<file path="src/rtl/imc_pkg.sv">
// Shared constants for the IMC instruction sequencer.
// Covers class encodings, NOP word, FSM states and default hold times.
package imc_pkg;

  localparam logic [1:0] IMC_CLS_IMPLY   = 2'b00;
  localparam logic [1:0] IMC_CLS_MAGIC   = 2'b01;
  localparam logic [1:0] IMC_CLS_MIG     = 2'b10;
  localparam logic [1:0] IMC_CLS_BITWISE = 2'b11;

  localparam int IMC_CLS_MSB = 31;
  localparam int IMC_CLS_LSB = 30;

  localparam int IMC_NOP = 0;

  localparam int IMC_MIG_CYC     = 3;
  localparam int IMC_MAGIC_CYC   = 2;
  localparam int IMC_IMPLY_CYC   = 4;
  localparam int IMC_BITWISE_CYC = 2;

  typedef enum logic [1:0] {
    IDLE,
    EXEC,
    GAP
  } imc_state_e;

endpackage

</file>
<file path="src/rtl/imc_instr_fifo.sv">
// Synchronous instruction FIFO with flush, occupancy count and flags.
// No bypass: a push while full is refused even if a pop happens.
module imc_instr_fifo
  import imc_pkg::*;
#(
  parameter int WIDTH = 32,
  parameter int DEPTH = 4
) (
  input  logic                         clk,
  input  logic                         rst,
  input  logic                         flush_i,
  input  logic                         push_i,
  input  logic                         pop_i,
  input  logic [WIDTH-1:0]             wdata_i,
  output logic [WIDTH-1:0]             rdata_o,
  output logic [$clog2(DEPTH+1)-1:0]   count_o,
  output logic                         full_o,
  output logic                         empty_o
);

  localparam int AW = $clog2(DEPTH);
  localparam int CW = $clog2(DEPTH+1);

  logic [WIDTH-1:0] mem_q [DEPTH];
  logic [AW-1:0]    wr_q;
  logic [AW-1:0]    rd_q;
  logic [CW-1:0]    cnt_q;
  logic             do_push;
  logic             do_pop;

  assign full_o  = (cnt_q == CW'(DEPTH));
  assign empty_o = (cnt_q == '0);
  assign do_push = push_i && !full_o && !flush_i;
  assign do_pop  = pop_i && !empty_o && !flush_i;
  assign rdata_o = mem_q[rd_q];
  assign count_o = cnt_q;

  always_ff @(posedge clk) begin
    if (do_push) mem_q[wr_q] <= wdata_i;
  end

  always_ff @(posedge clk) begin
    if (!rst || flush_i) begin
      wr_q  <= '0;
      rd_q  <= '0;
      cnt_q <= '0;
    end else begin
      if (do_push) wr_q <= wr_q + AW'(1);
      if (do_pop)  rd_q <= rd_q + AW'(1);
      case ({do_push, do_pop})
        2'b10:   cnt_q <= cnt_q + CW'(1);
        2'b01:   cnt_q <= cnt_q - CW'(1);
        default: cnt_q <= cnt_q;
      endcase
    end
  end

endmodule

</file>
<file path="src/rtl/imc_instr_sequencer.sv">
// Issues queued IMC instructions to imc_decoder with class-based hold + NOP gap.
// Optional IMC_SEQ_PERF_EN adds saturating issue/stall counters.
module imc_instr_sequencer
  import imc_pkg::*;
#(
  parameter int INSTRUCTION_SIZE = 32,
  parameter int DEPTH            = 4,
  parameter int MIG_CYC          = IMC_MIG_CYC,
  parameter int MAGIC_CYC        = IMC_MAGIC_CYC,
  parameter int IMPLY_CYC        = IMC_IMPLY_CYC,
  parameter int BITWISE_CYC      = IMC_BITWISE_CYC
) (
  input  logic                          clk,
  input  logic                          rst,
  input  logic                          flush,
  input  logic                          in_valid,
  output logic                          in_ready,
  input  logic [INSTRUCTION_SIZE-1:0]   in_instr,
  output logic [INSTRUCTION_SIZE-1:0]   dec_instr,
  output logic                          dec_valid,
  output logic [1:0]                    op_class,
  output logic                          busy,
  output logic                          done,
  output logic [$clog2(DEPTH+1)-1:0]    fifo_count
`ifdef IMC_SEQ_PERF_EN
  ,
  output logic [15:0]                   perf_issued,
  output logic [15:0]                   perf_stall
`endif
);

  localparam int IW = INSTRUCTION_SIZE;

  imc_state_e      state_q, state_d;
  logic [15:0]     cnt_q, cnt_d;
  logic [IW-1:0]   dec_instr_q, dec_instr_d;
  logic            dec_valid_q, dec_valid_d;
  logic [1:0]      op_class_q, op_class_d;
  logic            done_q, done_d;

  logic            push;
  logic            pop;
  logic            load;
  logic            full;
  logic            empty;
  logic [IW-1:0]   rdata;
  logic [1:0]      rcls;

  // Zero-cycle hold settings still occupy the decoder for one cycle.
  function automatic logic [15:0] hold_m1(input logic [1:0] cls);
    int n;
    n = 1;
    unique case (1'b1)
      (cls == IMC_CLS_IMPLY):   n = IMPLY_CYC;
      (cls == IMC_CLS_MAGIC):   n = MAGIC_CYC;
      (cls == IMC_CLS_MIG):     n = MIG_CYC;
      (cls == IMC_CLS_BITWISE): n = BITWISE_CYC;
    endcase
    if (n < 1) n = 1;
    return 16'(n - 1);
  endfunction

  assign in_ready = rst && !full && !flush;
  assign push     = in_valid && in_ready;
  assign rcls     = rdata[IMC_CLS_MSB:IMC_CLS_LSB];

  imc_instr_fifo #(
    .WIDTH (IW),
    .DEPTH (DEPTH)
  ) u_fifo (
    .clk     (clk),
    .rst     (rst),
    .flush_i (flush),
    .push_i  (push),
    .pop_i   (pop),
    .wdata_i (in_instr),
    .rdata_o (rdata),
    .count_o (fifo_count),
    .full_o  (full),
    .empty_o (empty)
  );

  always_comb begin
    state_d     = state_q;
    cnt_d       = cnt_q;
    dec_instr_d = dec_instr_q;
    dec_valid_d = dec_valid_q;
    op_class_d  = op_class_q;
    done_d      = 1'b0;
    load        = 1'b0;
    pop         = 1'b0;
    if (flush) begin
      state_d     = IDLE;
      dec_instr_d = IW'(IMC_NOP);
      dec_valid_d = 1'b0;
    end else begin
      unique case (state_q)
        IDLE: load = !empty;
        EXEC: begin
          if (cnt_q == '0) begin
            state_d     = GAP;
            dec_instr_d = IW'(IMC_NOP);
            dec_valid_d = 1'b0;
            done_d      = 1'b1;
          end else begin
            cnt_d = cnt_q - 16'd1;
          end
        end
        GAP: begin
          load = !empty;
          if (empty) state_d = IDLE;
        end
        default: state_d = IDLE;
      endcase
      if (load) begin
        pop         = 1'b1;
        state_d     = EXEC;
        cnt_d       = hold_m1(rcls);
        dec_instr_d = rdata;
        dec_valid_d = 1'b1;
        op_class_d  = rcls;
      end
    end
  end

  always_ff @(posedge clk) begin
    if (!rst) begin
      state_q     <= IDLE;
      cnt_q       <= '0;
      dec_instr_q <= '0;
      dec_valid_q <= 1'b0;
      op_class_q  <= '0;
      done_q      <= 1'b0;
    end else begin
      state_q     <= state_d;
      cnt_q       <= cnt_d;
      dec_instr_q <= dec_instr_d;
      dec_valid_q <= dec_valid_d;
      op_class_q  <= op_class_d;
      done_q      <= done_d;
    end
  end

  assign dec_instr = dec_instr_q;
  assign dec_valid = dec_valid_q;
  assign op_class  = op_class_q;
  assign done      = done_q;
  assign busy      = (state_q != IDLE) || !empty;

`ifdef IMC_SEQ_PERF_EN
  logic [15:0] issued_q;
  logic [15:0] stall_q;

  // Counters survive flush; only reset clears them.
  always_ff @(posedge clk) begin
    if (!rst) begin
      issued_q <= '0;
      stall_q  <= '0;
    end else begin
      if (pop && issued_q != 16'hFFFF)
        issued_q <= issued_q + 16'd1;
      if (in_valid && !in_ready && stall_q != 16'hFFFF)
        stall_q <= stall_q + 16'd1;
    end
  end

  assign perf_issued = issued_q;
  assign perf_stall  = stall_q;
`endif

endmodule

</file>
<file path="config.mk">
export PLATFORM = sky130hd
export DESIGN_NAME = imc_instr_sequencer
export DESIGN_NICKNAME = d
export VERILOG_FILES = /design/src/rtl/imc_pkg.sv /design/src/rtl/imc_instr_fifo.sv /design/src/rtl/imc_instr_sequencer.sv
export SDC_FILE = /design/constraint.sdc
export NUM_CORES = 1
export LEC_CHECK = 0
export BUFFER_PORTS_ARGS = -buffer_cell sky130_fd_sc_hd__buf_2
export CAP_MARGIN = 20
export CORE_ASPECT_RATIO = 2
export CORE_MARGIN = 10
export CORE_UTILIZATION = 58
export DETAILED_ROUTE_END_ITERATION = 7
export GPL_TIMING_DRIVEN = 1
export PLACE_DENSITY = 0.83
export SYNTH_ARGS = -nofsm -noshare
export SYNTH_HDL_FRONTEND = slang
export SYNTH_SLANG_ARGS = --single-unit
</file>
<file path="constraint.sdc">
create_clock -name clk -period 3.5 [get_ports clk]
set_input_delay 0 -clock clk [delete_from_list [all_inputs] [get_ports clk]]
set_output_delay 0 -clock clk [all_outputs]
set_load 0.05 [all_outputs]
</file>
==> Word-level counts from Yosys, hierarchy flattened <==
Memories as Yosys holds them, arrays and structs flattened. A register that Yosys moved wholly into a read port is not among the register bits.
Index checks and enable logic that the tools add are counted.
{ "totals": {"regBits": 61, "latchBits": 0, "ram_bits": 128, "rom_bits": 0, "in_bits": 36, "output_inout_bits": 41, "elab_cells": 96, "memories": 1} }
{ "classes": {"addsub": 6, "mul": 0, "n_div": 0, "n_lt_le_gt_ge": 1, "n_eq_ne": 14, "shifts": 0, "mux": 29, "n_bitwise": 4, "n_reduce_logical": 31} }
{ "mem_list": {"columns": ["name", "words", "width", "read_ports", "rd_clocked_by_memory_dff", "wr", "line_no", "rtl"], "rows": [
  ["u_fifo.mem_q", 4, 32, 1, 1, 1, "imc_instr_fifo.sv:24", "logic [WIDTH-1:0] mem_q [DEPTH];"]
]} }
{ "ops": {"columns": ["op", "count"], "rows": [
  ["$mux W32", 5],
  ["$mux W16", 6],
  ["$pmux W32 S3", 1],
  ["$lt A32 B2 Y1 const B", 1],
  ["$logic_not A16 Y1", 1],
  ["$sub A16 B1 Y16 const B", 1],
  ["$sub A16 B2 Y16 const B", 1],
  ["$mux W1", 11],
  ["$reduce_and A3 Y1", 3],
  ["$eq A2 B2 Y1 const B", 4],
  ["$mux W2", 4],
  ["$reduce_bool A2 Y1", 4],
  ["$logic_and A1 B1 Y1", 7],
  ["$eq A2 B1 Y1 const B", 3],
  ["$pmux W2 S3", 1],
  ["$pmux W3 S2", 1],
  ["$reduce_or A2 Y1", 3],
  ["$reduce_or A3 Y1", 2],
  ["$add A2 B1 Y2 const B", 2],
  ["$logic_not A1 Y1", 4],
  ["$logic_not A2 Y1", 2],
  ["$ne A2 B1 Y1 const B", 2],
  ["$ne A2 B2 Y1 const B", 2],
  ["$not A1 Y1", 4],
  ["other kinds (8)", 10]
]} }

==> Logic depth before layout (Yosys ltp) <==
Gate-level depths: netlist (run 1).
{ "depth": {"depth_word": 12, "ltp_mapped": 11, "ltp_nobuf": 10} }

==> By module <==
Synthesis (run 1) repeated with hierarchy kept, for this count alone.
{ "unflattened": {"cells_unflattened": 506, "area_unflattened_um2": 7547.2} }
{ "by_module_without_submodules": {"columns": ["mod", "instances", "cells_per_inst", "area_each_um2"], "rows": [
  ["imc_instr_fifo", 1, 222, 5137.4],
  ["imc_instr_sequencer", 1, 284, 2409.8]
]} }

==> Worst setup path after synthesis (run 1) <==
No wires, ideal clock.
{ "synth_path": {"path_kind": "reg-to-reg", "from": "register u_fifo.cnt_q[0] (netlist: u_fifo.count_o[0])", "to": "memory u_fifo.mem_q[0][0] (enable)", "setup_time_ns": 0.392, "t_arrival_ns": 2.875, "slack_ns": 0.233, "path_stages_with_launch": 4, "cell_sequence": "dfxtp_1 > inv_1 > a31oi_1 > and3_1"} }
{ "synth_via": {"elab_chain_cells": 9} }
{ "synth_rtl": {"columns": ["item", "line_no", "rtl"], "rows": [
  ["start: declaration", "imc_instr_fifo.sv:27", "logic [CW-1:0] cnt_q;"],
  ["start signal: assignment", "imc_instr_fifo.sv:51", "2'b10: cnt_q <= cnt_q + CW'(1);"],
  ["start signal: assignment", "imc_instr_fifo.sv:52", "2'b01: cnt_q <= cnt_q - CW'(1);"],
  ["start signal: assignment", "imc_instr_fifo.sv:53", "default: cnt_q <= cnt_q;"],
  ["$eq A3 B3 Y1", "imc_instr_fifo.sv:31", "assign full_o = (cnt_q == CW'(DEPTH));"],
  ["$logic_not A1 Y1", "imc_instr_sequencer.sv:63", "assign in_ready = rst && !full && !flush;"],
  ["$logic_and A1 B1 Y1 (2 in a row)", "imc_instr_sequencer.sv:63", null],
  ["named net in_ready", "imc_instr_sequencer.sv:17", "output logic in_ready,"],
  ["$logic_and A1 B1 Y1", "imc_instr_sequencer.sv:64", "assign push = in_valid && in_ready;"],
  ["$logic_and A1 B1 Y1 (2 in a row)", "imc_instr_fifo.sv:33", "assign do_push = push_i && !full_o && !flush_i;"],
  ["$mux W1", "imc_instr_fifo.sv:39", "if (do_push) mem_q[wr_q] <= wdata_i;"],
  ["$mux W1 (not written as such)", "imc_instr_fifo.sv:39", null],
  ["end: declaration", "imc_instr_fifo.sv:24", null]
]} }
The timed path passes the listed nets, and every way through them passes these cells.

==> impl_metrics.ini, run 1 <==
[sta]
relSlewSlack = 0.414
fin_setup_tns_ns = 0
skew_ns = 0.0145
min_period_over_period = 0.799
holdWs_ns = 0.0316
fin_crit_ns = 2.80
timing.fmax_mhz = 358
layout_setup_ws_ns = 0.704
final-hold-violation-count = 0
drv_slew = 0
worst_slew_pin_slew_ns = 0.880
setup_viol = 0
grt_setup_unrepaired = false

[synth]
synth-xor-area-share = 0.00570
synth-seq-cells = 191
synthArstFlopShare = 0
syn-cell-area_mm2 = 0.00768
ys_warn_count = 0
yosys.area_share.adder = 0.0156
synth_cell_types = 56
synth_edf_count = 128
synthMuxAreaShare = 0.0939
synth_top_area_share = 0.501
syn_avg_cell_area_um2 = 14.7
synth.largest_area_cell = edfxtp_1
ys.flop_type = edfxtp_1
synth-simple-area-share = 0.0916
ys_seq_area_frac = 0.665
synth_nets = 568
synth_compound_area_frac = 0.102
synth_top_family_by_area = compound AO/OA/AOI/OAI gates
synth_area_leaders = edfxtp_1 (50%), dfxtp_1 (16%), mux4_2 (9.4%)
syn_inst = 523

[setup_path]
r2r_cells = 8
crit_type = register to register
cp.depth = 8
cp_top_family = simple AND/OR/NAND/NOR gates
slowest_stage = mux4_2
cp-end-kind = register
worst_ep_arrival_time_ns = 3.14
slowest_delay_ns = 0.59
path_max_fanout = 9
start_kind = register
r2r_end = cnt_q[11]$_SDFFE_PN0P_
cp-endpoint = cnt_q[11]$_SDFFE_PN0P_
path_buf_inv = 1
r2r_slack_ns = 0.70
cp.required_ns = 3.85
cp_cell_sequence = mux4_2 -> or2_2 -> inv_1 -> ha_1 -> or3b_2 -> nor2_1 -> a31oi_1 -> o21ai_1

[cts]
numCtsBuffers = 17
cts_htree_levels = 4
clock_latency_ns = 0.42
cts-root-buf = clkbuf_16
clkTransAtPathRegs_ns = 0.07
clock-sinks = 191
cts_tree = built
cts_max_path_buffers = 2

[cells_and_area]
final_common_cell = edfxtp_1
n_antenna_cell = 0
area_growth_pct = 18.3
nets = 674
final_cell_mix = edfxtp_1 (128), buf_2 (76), dfxtp_1 (61)
drive_gt1_frac = 0.280
fillCellCount = 838

[place]
pre_cts_slack_ns = 0.717
hpwlAfterDp_mm = 11.1
portBuffers = 76
gp_congestion = 0.904

[floorplanning]
std_cell_rows = 59
core-area_mm2 = 0.0130
dieArea_mm2 = 0.0185
pin_count = 77
die_w_um = 101
die_h_um = 183
initial_core_util = 0.591

[run_status]
run_status = complete, no violations

[pwr]
power_density_mw_per_mm2 = 499
p_leak_nw = 3.33
ir_worst_vdd_mv = 0.444
total_power_w = 0.00453

[routing]
wl_per_cell_um = 21.3
wl_met3_um = 612
first_iter_violations = 320
drt-met1-wl_mm = 6.05
dr_wl_met2_mm = 9.85
via_count = 4728
drc = 0
vias_per_cell = 5.95
drt_wl_total_mm = 16.9
first_pass_iters = 5
drtAntennaViolNets = 0
top_layer = met4

[job]
cap_violations = 0

[global_route]
grt_use_total = 0.188
grt-ovfl-total = 0
grt_pass1_vias = 5095
grt_max_degree = 45
antenna_found_initial = 0
grt_pass1_wl_mm = 27.0

[min_path]
min_path_type = input port to register
[sequential cells by signal, indices dropped and copies added (netlist names), named ones only]
name / flops
done: 1
state_q: 2
cnt_q: 16
dec_valid: 1
u_fifo.count_o: 3
dec_instr: 32
u_fifo.rd_q: 2
u_fifo.wr_q: 2
u_fifo.mem_q: 128
op_class: 2
[worst min-delay path by stage]
stage / startpoint / end / slack [ns] / cells after the start
after global placement: in_instr[29] / u_fifo.mem_q[3][29]$_DFFE_PP_ / 0.21 / 1
after global routing: in_valid / u_fifo.wr_q[1]$_SDFFE_PP0P_ / 0.05 / 3
after floorplan: in_instr[0] / u_fifo.mem_q[0][0]$_DFFE_PP_ / 0.1 / 0
final: in_valid / u_fifo.wr_q[1]$_SDFFE_PP0P_ / 0.03 / 3
after detailed placement: in_instr[18] / u_fifo.mem_q[1][18]$_DFFE_PP_ / 0.22 / 1
after CTS: in_valid / u_fifo.wr_q[1]$_SDFFE_PP0P_ / 0.03 / 3
[tightest hold or removal path, stage by stage]
cell and delay, ns:
buf_2 0.11, and2_1 0.21, o31ai_1 0.08
[power by group]
group          switching (W)  internal (W)  leakage (nW)
sequential        0.00000956       0.00242          1.67
combinational       0.000132     0.0000894          1.38
clock               0.000914      0.000966         0.284
[metal layers]
layer | track usage | vias up
met5 | 0 | -
met4 | 0.0784 | 0
met3 | 0.0363 | 30
met2 | 0.353 | 139
met1 | 0.192 | 2366
li1 | - | 2193
[cell type report]
type / count / area [um2] / area share
Clock buffer: 18 / 429 / 0.0472
Clock inverter: 14 / 156 / 0.0172
Inverter: 13 / 48.8 / 0.00537
Multi-Input combinational cell: 289 / 2380 / 0.262
Sequential cell: 191 / 5110 / 0.562
Tap cell: 152 / 190 / 0.0209
Timing Repair Buffer: 117 / 773 / 0.0851
[cell usage after synthesis (3+ instances only)]
cell       number
nand2_1        45
o21ai_1         6
or3_1           4
a2bb2oi_2      10
and3_1          5
nand3_1         5
mux4_2         32
ha_1            8
o21ai_0        12
a21o_1          4
inv_1          11
clkbuf_1       15
nor3_1          7
buf_2          10
nor4_1          3
o211ai_1        5
a31oi_1         6
xor2_1          3
dfxtp_1        63
edfxtp_1      128
nand2b_1        3
buf_4           3
nor2_1         55
a2bb2oi_1      22
a21oi_1        18
[repair_timing]
action	4_1_cts	5_1_grt
hold buffers	34	0
buffers inserted	0	0
resized for setup	0	0
hold endpoints to repair	137	0
[per-stage QoR]
| step | std cells | cell area [um2] | util |
|---|---|---|---|
| after floorplan | 523 | 7680 | - |
| final | 794 | 9090 | 0.699 |
| after global routing | 794 | 9090 | 0.699 |
| after global placement | 728 | 8160 | 0.628 |
| after CTS | 794 | 9090 | 0.699 |
| after detailed placement | 728 | 8160 | 0.628 |
[cell families after synthesis]
kind of cell / after synthesis
DFF: 191
and+or+nand+nor: 147
buffers and inverters: 43
AOI/OAI and AO/OA: 96
adders and majority gates: 9
xor gates and xnor gates: 5
muxes: 32
Note: power is estimated with default switching activity, not from simulation.
==> run 2: changes to the inputs <==
- CORE_UTILIZATION: 58 -> 53
- PLACE_DENSITY: 0.83 -> 0.8
- clock period: 3.5 -> 2.55 ns (I/O delays scaled with it)
==> run 2 against run 1 <==
Clock power grew 36%. Wire length grew 2.5%. Register-to-register slack lost 0.52 ns. Worst hold slack gained 0.0015 ns. Critical path depth is the same. Clock skew shrank 0.0044 ns. Maximum frequency grew 18%. Non-clock buffer count grew 11. First-iteration DRC count shrank 3.1%. Sequential power grew 37%. Largest power group unchanged.
==> impl_metrics.ini, run 2 (synthesis gave the netlist of run 1 again) <==
[global_route]
grt_pass1_vias = 5083
busiest_layer = met2
grt-ovfl-total = 0
grt_use_met2 = 0.330
antenna_found_initial = 0
grt_pass1_wl_mm = 27.6
grt_use_total = 0.177
grt_max_degree = 45
use_met3 = 0.0396
use_met1 = 0.180

[pwr]
p_leak_nw = 3.40
ir_worst_vdd_mv = 0.593
power_density_mw_per_mm2 = 668

[floorplanning]
dieArea_mm2 = 0.0200
die_h_um = 190
die_w_um = 105
pin_count = 77
initial_core_util = 0.538
std_cell_rows = 62
core-area_mm2 = 0.0143

[place]
portBuffers = 76
gp_congestion = 0.903
dp_cells = 779
dpl-instance-area_mm2 = 0.00838
hpwlAfterDp_mm = 11.4

[cts]
cts_htree_levels = 4
numCtsBuffers = 17
clock_latency_ns = 0.42
cts_setup_buffers = 0
clock-sinks = 191
cts_max_path_buffers = 2
cts-root-buf = clkbuf_16
clkTransAtPathRegs_ns = 0.07
cts_tree = built

[run_status]
run_status = complete, no violations

[min_path]
hp-start = in_valid
min_path_type = input port to register
holdPathStages = 3
worst_hold_path.endpoint = u_fifo.wr_q[1]$_SDFFE_PP0P_

[setup_path]
cp-end-kind = register
r2r_cells = 8
r2r_slack_ns = 0.19
cp.required_ns = 2.91
worst_ep_arrival_time_ns = 2.73
r2r_end = cnt_q[7]$_SDFFE_PN0P_
path_max_fanout = 8
crit_type = register to register
start_kind = register

[cells_and_area]
largest_register = u_fifo.mem_q
drive_gt1_frac = 0.299
nets = 685
final_common_cell = edfxtp_1
largest_reg_flops = 128
n_antenna_cell = 0
stdcell_area_mm2 = 0.00929
final_util = 0.651
fin_cells = 845
fillCellCount = 1058
final_cell_mix = edfxtp_1 (128), buf_2 (76), dfxtp_1 (58)
area_growth_pct = 21.0

[routing]
vias_per_cell = 5.71
drc = 0
drtAntennaViolNets = 0
first_iter_violations = 310
first_pass_iters = 7
wl_per_cell_um = 20.5
via_count = 4822
drt_wl_total_mm = 17.3

[sta]
worst_slew_pin_slew_ns = 0.659
drv_slew = 0
fin_crit_ns = 2.36
timing.fmax_mhz = 423
fin_setup_tns_ns = 0
grt_setup_unrepaired = false
final-hold-violation-count = 0
skew_ns = 0.0101
relSlewSlack = 0.558
setup_viol = 0
min_period_over_period = 0.927

[job]
cap_violations = 0
run 2: cell count changes in the layout (fill, tap and decap cells not counted), sizes merged:
cell and change:
clkinv +6, inv -8, bufinv +2, buf +11
run 2: timing repair:
action / CTS / global route
hold buffers: 34 / 0
endpoints found under the hold margin: 137 / 0
endpoints found under the setup margin: 0 / 7
resized for setup: 0 / 2
run 2: stage by stage:
stage | worst slack, ns | hold slack [ns] | total power (W)
final | 0.187 | 0.0331 | 0.00621
after global routing | 0.0782 | 0.0613 | 0.00641
after CTS | 0.00406 | 0.00650 | 0.00625
after detailed placement | -0.00632 | 0.221 | 0.00368
after global placement | 0.110 | 0.212 | 0.00366
after floorplan | 0.0474 | 0.0989 | 0.00357
run 2: area by class of cell:
type | instances | area [um2] | share of cell area
inverter | 13 | 48.8 | 0.00525
sequential | 191 | 5110 | 0.550
clock inverter | 14 | 140 | 0.0151
clock buffer | 18 | 429 | 0.0462
timing repair buffer | 128 | 918 | 0.0989
multi-input combinational | 289 | 2400 | 0.259
tap | 192 | 240 | 0.0259
run 2: layer usage:
metal,part of all wire,vias to the layer above
met5,0,-
met4,0.027,0
met3,0.052,32
li1,-,2220
met2,0.57,159
met1,0.35,2411
run 2: how the worst max path moves through the flow:
| stage | startpoint | endpoint | slack [ns] | depth (start not counted) |
|---|---|---|---|---|
| final | register | cnt_q[7]$_SDFFE_PN0P_ | 0.19 | 8 |
| after global placement | register | cnt_q[15]$_SDFFE_PN0P_ | 0.11 | 8 |
| after floorplan | register | cnt_q[15]$_SDFFE_PN0P_ | 0.05 | 10 |
| after detailed placement | register | cnt_q[9]$_SDFFE_PN0P_ | -0.006 | 8 |
| after global routing | register | cnt_q[7]$_SDFFE_PN0P_ | 0.08 | 8 |
| after CTS | register | cnt_q[9]$_SDFFE_PN0P_ | 0.004 | 8 |
run 2: worst max-delay path, cell delays in order, from the launching register on:
cell and delay, ns:
dfxtp_2 0.36, mux4_2 0.53, or2_2 0.33, inv_1 0.07
ha_1 0.13, or3b_4 0.43, or2_0 0.23, o21ai_0 0.09
a32o_1 0.16
run 2: report_power, final:
group	switching (W)	total (W)	internal [W]
Combinational	0.000184	0.000314	0.000131
Sequential	0.0000125	0.00334	0.00333
Clock	0.00111	0.00256	0.00144
Total	0.00131	0.00621	0.00490
==> run 3: changes to the inputs <==
- CORE_UTILIZATION: 53 -> 58
- PLACE_DENSITY: 0.8 -> 0.83
- SETUP_SLACK_MARGIN: unset -> 0.4
- clock period: 2.55 -> 2.7 ns (I/O delays scaled with it)
==> run 3 against run 2 <==
Wire length grew 0.58%. Maximum frequency grew 3.3%. Final cell count shrank 4.5%. Clock skew grew 0.0027 ns. Sequential share of layout area grew 0.15 points. Combinational power shrank 4%. Non-clock buffer count is the same. Utilization grew 6.3 points. Sequential power shrank 6%. First-iteration DRC count grew 38%. Critical endpoint is now cnt_q[3]$_SDFFE_PN0P_. Largest cell class unchanged. Highest routed layer unchanged.
==> impl_metrics.ini, run 3 (synthesis gave the netlist of run 1 again) <==
[routing]
first_iter_violations = 427
drt_wl_total_mm = 17.4
via_count = 4941
wl_per_cell_um = 21.6
dr_wl_met2_mm = 9.81
top_layer = met4
wl_met3_um = 980
drtAntennaViolNets = 0
drt-met1-wl_mm = 6.24
first_pass_iters = 5
drc = 0
vias_per_cell = 6.12

[cts]
numCtsBuffers = 17
clock_latency_ns = 0.43
cts_max_path_buffers = 2
clkTransAtPathRegs_ns = 0.08
cts_tree = built
cts_htree_levels = 4
cts-root-buf = clkbuf_16
clock-sinks = 191

[global_route]
grt_pass1_vias = 5212
grt_max_degree = 45
grt_pass1_wl_mm = 27.3
grt_use_total = 0.191
antenna_found_initial = 1
grt-ovfl-total = 0

[pwr]
combPwrFrac = 0.051
pwr-share-seq = 0.534
sw_frac_of_total = 0.235
total_power_w = 0.00590
power_switching_w = 0.00139
clkPwrFrac = 0.415
p_leak_nw = 3.41
intPower_w = 0.00451
ir_worst_vdd_mv = 0.681
power_density_mw_per_mm2 = 636

[job]
cap_violations = 0

[setup_path]
cp-end-kind = register
cp.required_ns = 3.07
start_kind = register
path_max_fanout = 4
worst_ep_arrival_time_ns = 2.66
crit_type = register to register

[place]
hpwlAfterDp_mm = 10.9
gp_congestion = 0.846
portBuffers = 76

[sta]
setup_viol = 0
grt_setup_unrepaired = true
fin_crit_ns = 2.29
fin_setup_tns_ns = 0
min_period_over_period = 0.847
skew_ns = 0.0129
final-hold-violation-count = 0
worst_slew_pin_slew_ns = 0.755
timing.fmax_mhz = 437
drv_slew = 0
relSlewSlack = 0.496

[cells_and_area]
largest_reg_flops = 128
nets = 685
final_common_cell = edfxtp_1
drive_gt1_frac = 0.312
area_growth_pct = 20.8
final_cell_mix = edfxtp_1 (128), buf_2 (76), dfxtp_1 (58)
largest_register = u_fifo.mem_q
final_util = 0.714

[run_status]
run_status = complete, no violations

[floorplanning]
std_cell_rows = 59
core-area_mm2 = 0.0130
dieArea_mm2 = 0.0185
die_w_um = 101
initial_core_util = 0.591
pin_count = 77
die_h_um = 183

[min_path]
min_path_type = input port to register
==> run 3: changes by cell type in the layout (fill, tap and decap cells not counted), moves of 3 or more <==
cell,previous run,this run
buf_12,5,2
inv_1,11,8
inv_8,0,4
clkinv_2,5,0
clkinv_8,0,4
dfxtp_2,5,2
inv_6,2,5
inv_2,1,4
dfxtp_4,0,3
==> run 3: area by class of cell <==
class                      count  area (um2)
multi-input combinational    289        2440
fill                         785        3710
tap                          152         190
timing repair buffer         128         885
clock buffer                  18         429
clock inverter                14         163
sequential                   191        5120
inverter                      13        48.8
antenna                        2        5.00
==> run 3: metal layers <==
metal  up-vias  global-route usage
li1       2228                   -
met1      2474               0.202
met2       211               0.344
met3        28              0.0465
met4         0              0.0784
met5         -                   0
==> run 3: power groups by stage <==
stage / registers [W] / logic (W) / clock network (W)
floorplan: 0.00323 / 0.000140 / 0
global placement: 0.00321 / 0.000241 / 0
detailed placement: 0.00322 / 0.000250 / 0
CTS: 0.00315 / 0.000295 / 0.00247
global route: 0.00315 / 0.000323 / 0.00258
finish: 0.00315 / 0.000301 / 0.00245
==> run 3: path summary, 6_finish.rpt <==
check / cells after the start / slack (ns) / startpoint / to
max: 8 / 0.41 / register / cnt_q[3]$_SDFFE_PN0P_
max reg2reg: 8 / 0.41 / register / cnt_q[3]$_SDFFE_PN0P_
min: 3 / 0.03 / in_valid / u_fifo.wr_q[1]$_SDFFE_PP0P_
min reg2reg: 2 / 0.48 / op_class[1]$_SDFFE_PN0N_ / op_class[1]$_SDFFE_PN0N_
==> run 3: critical path, cell delays in order (launching register included) <==
cell	delay [ns]
dfxtp_4	0.37
mux4_2	0.50
or2_4	0.27
inv_2	0.06
ha_4	0.11
or3b_4	0.43
or2_4	0.27
o21ai_1	0.08
a32o_1	0.13
==> run 3: stage by stage <==
step,setup WS (ns),hold slack [ns],instances,cell area (um2)
final,0.413,0.0259,807,9280
after CTS,0.415,0.00308,803,9220
after detailed placement,0.340,0.217,734,8250
after floorplan,0.316,0.0989,523,7730
after global routing,0.324,0.0265,807,9280
after global placement,0.429,0.209,734,8250
==> run 3: what timing repair did <==
| item | in CTS | in global routing |
|---|---|---|
| pin swaps | 0 | 3 |
| hold buffers | 34 | 0 |
| endpoints found under the setup margin | 4 | 43 |
| resized for setup | 1 | 11 |
| setup buffers | 3 | 2 |
| endpoints found under the hold margin | 138 | 0 |
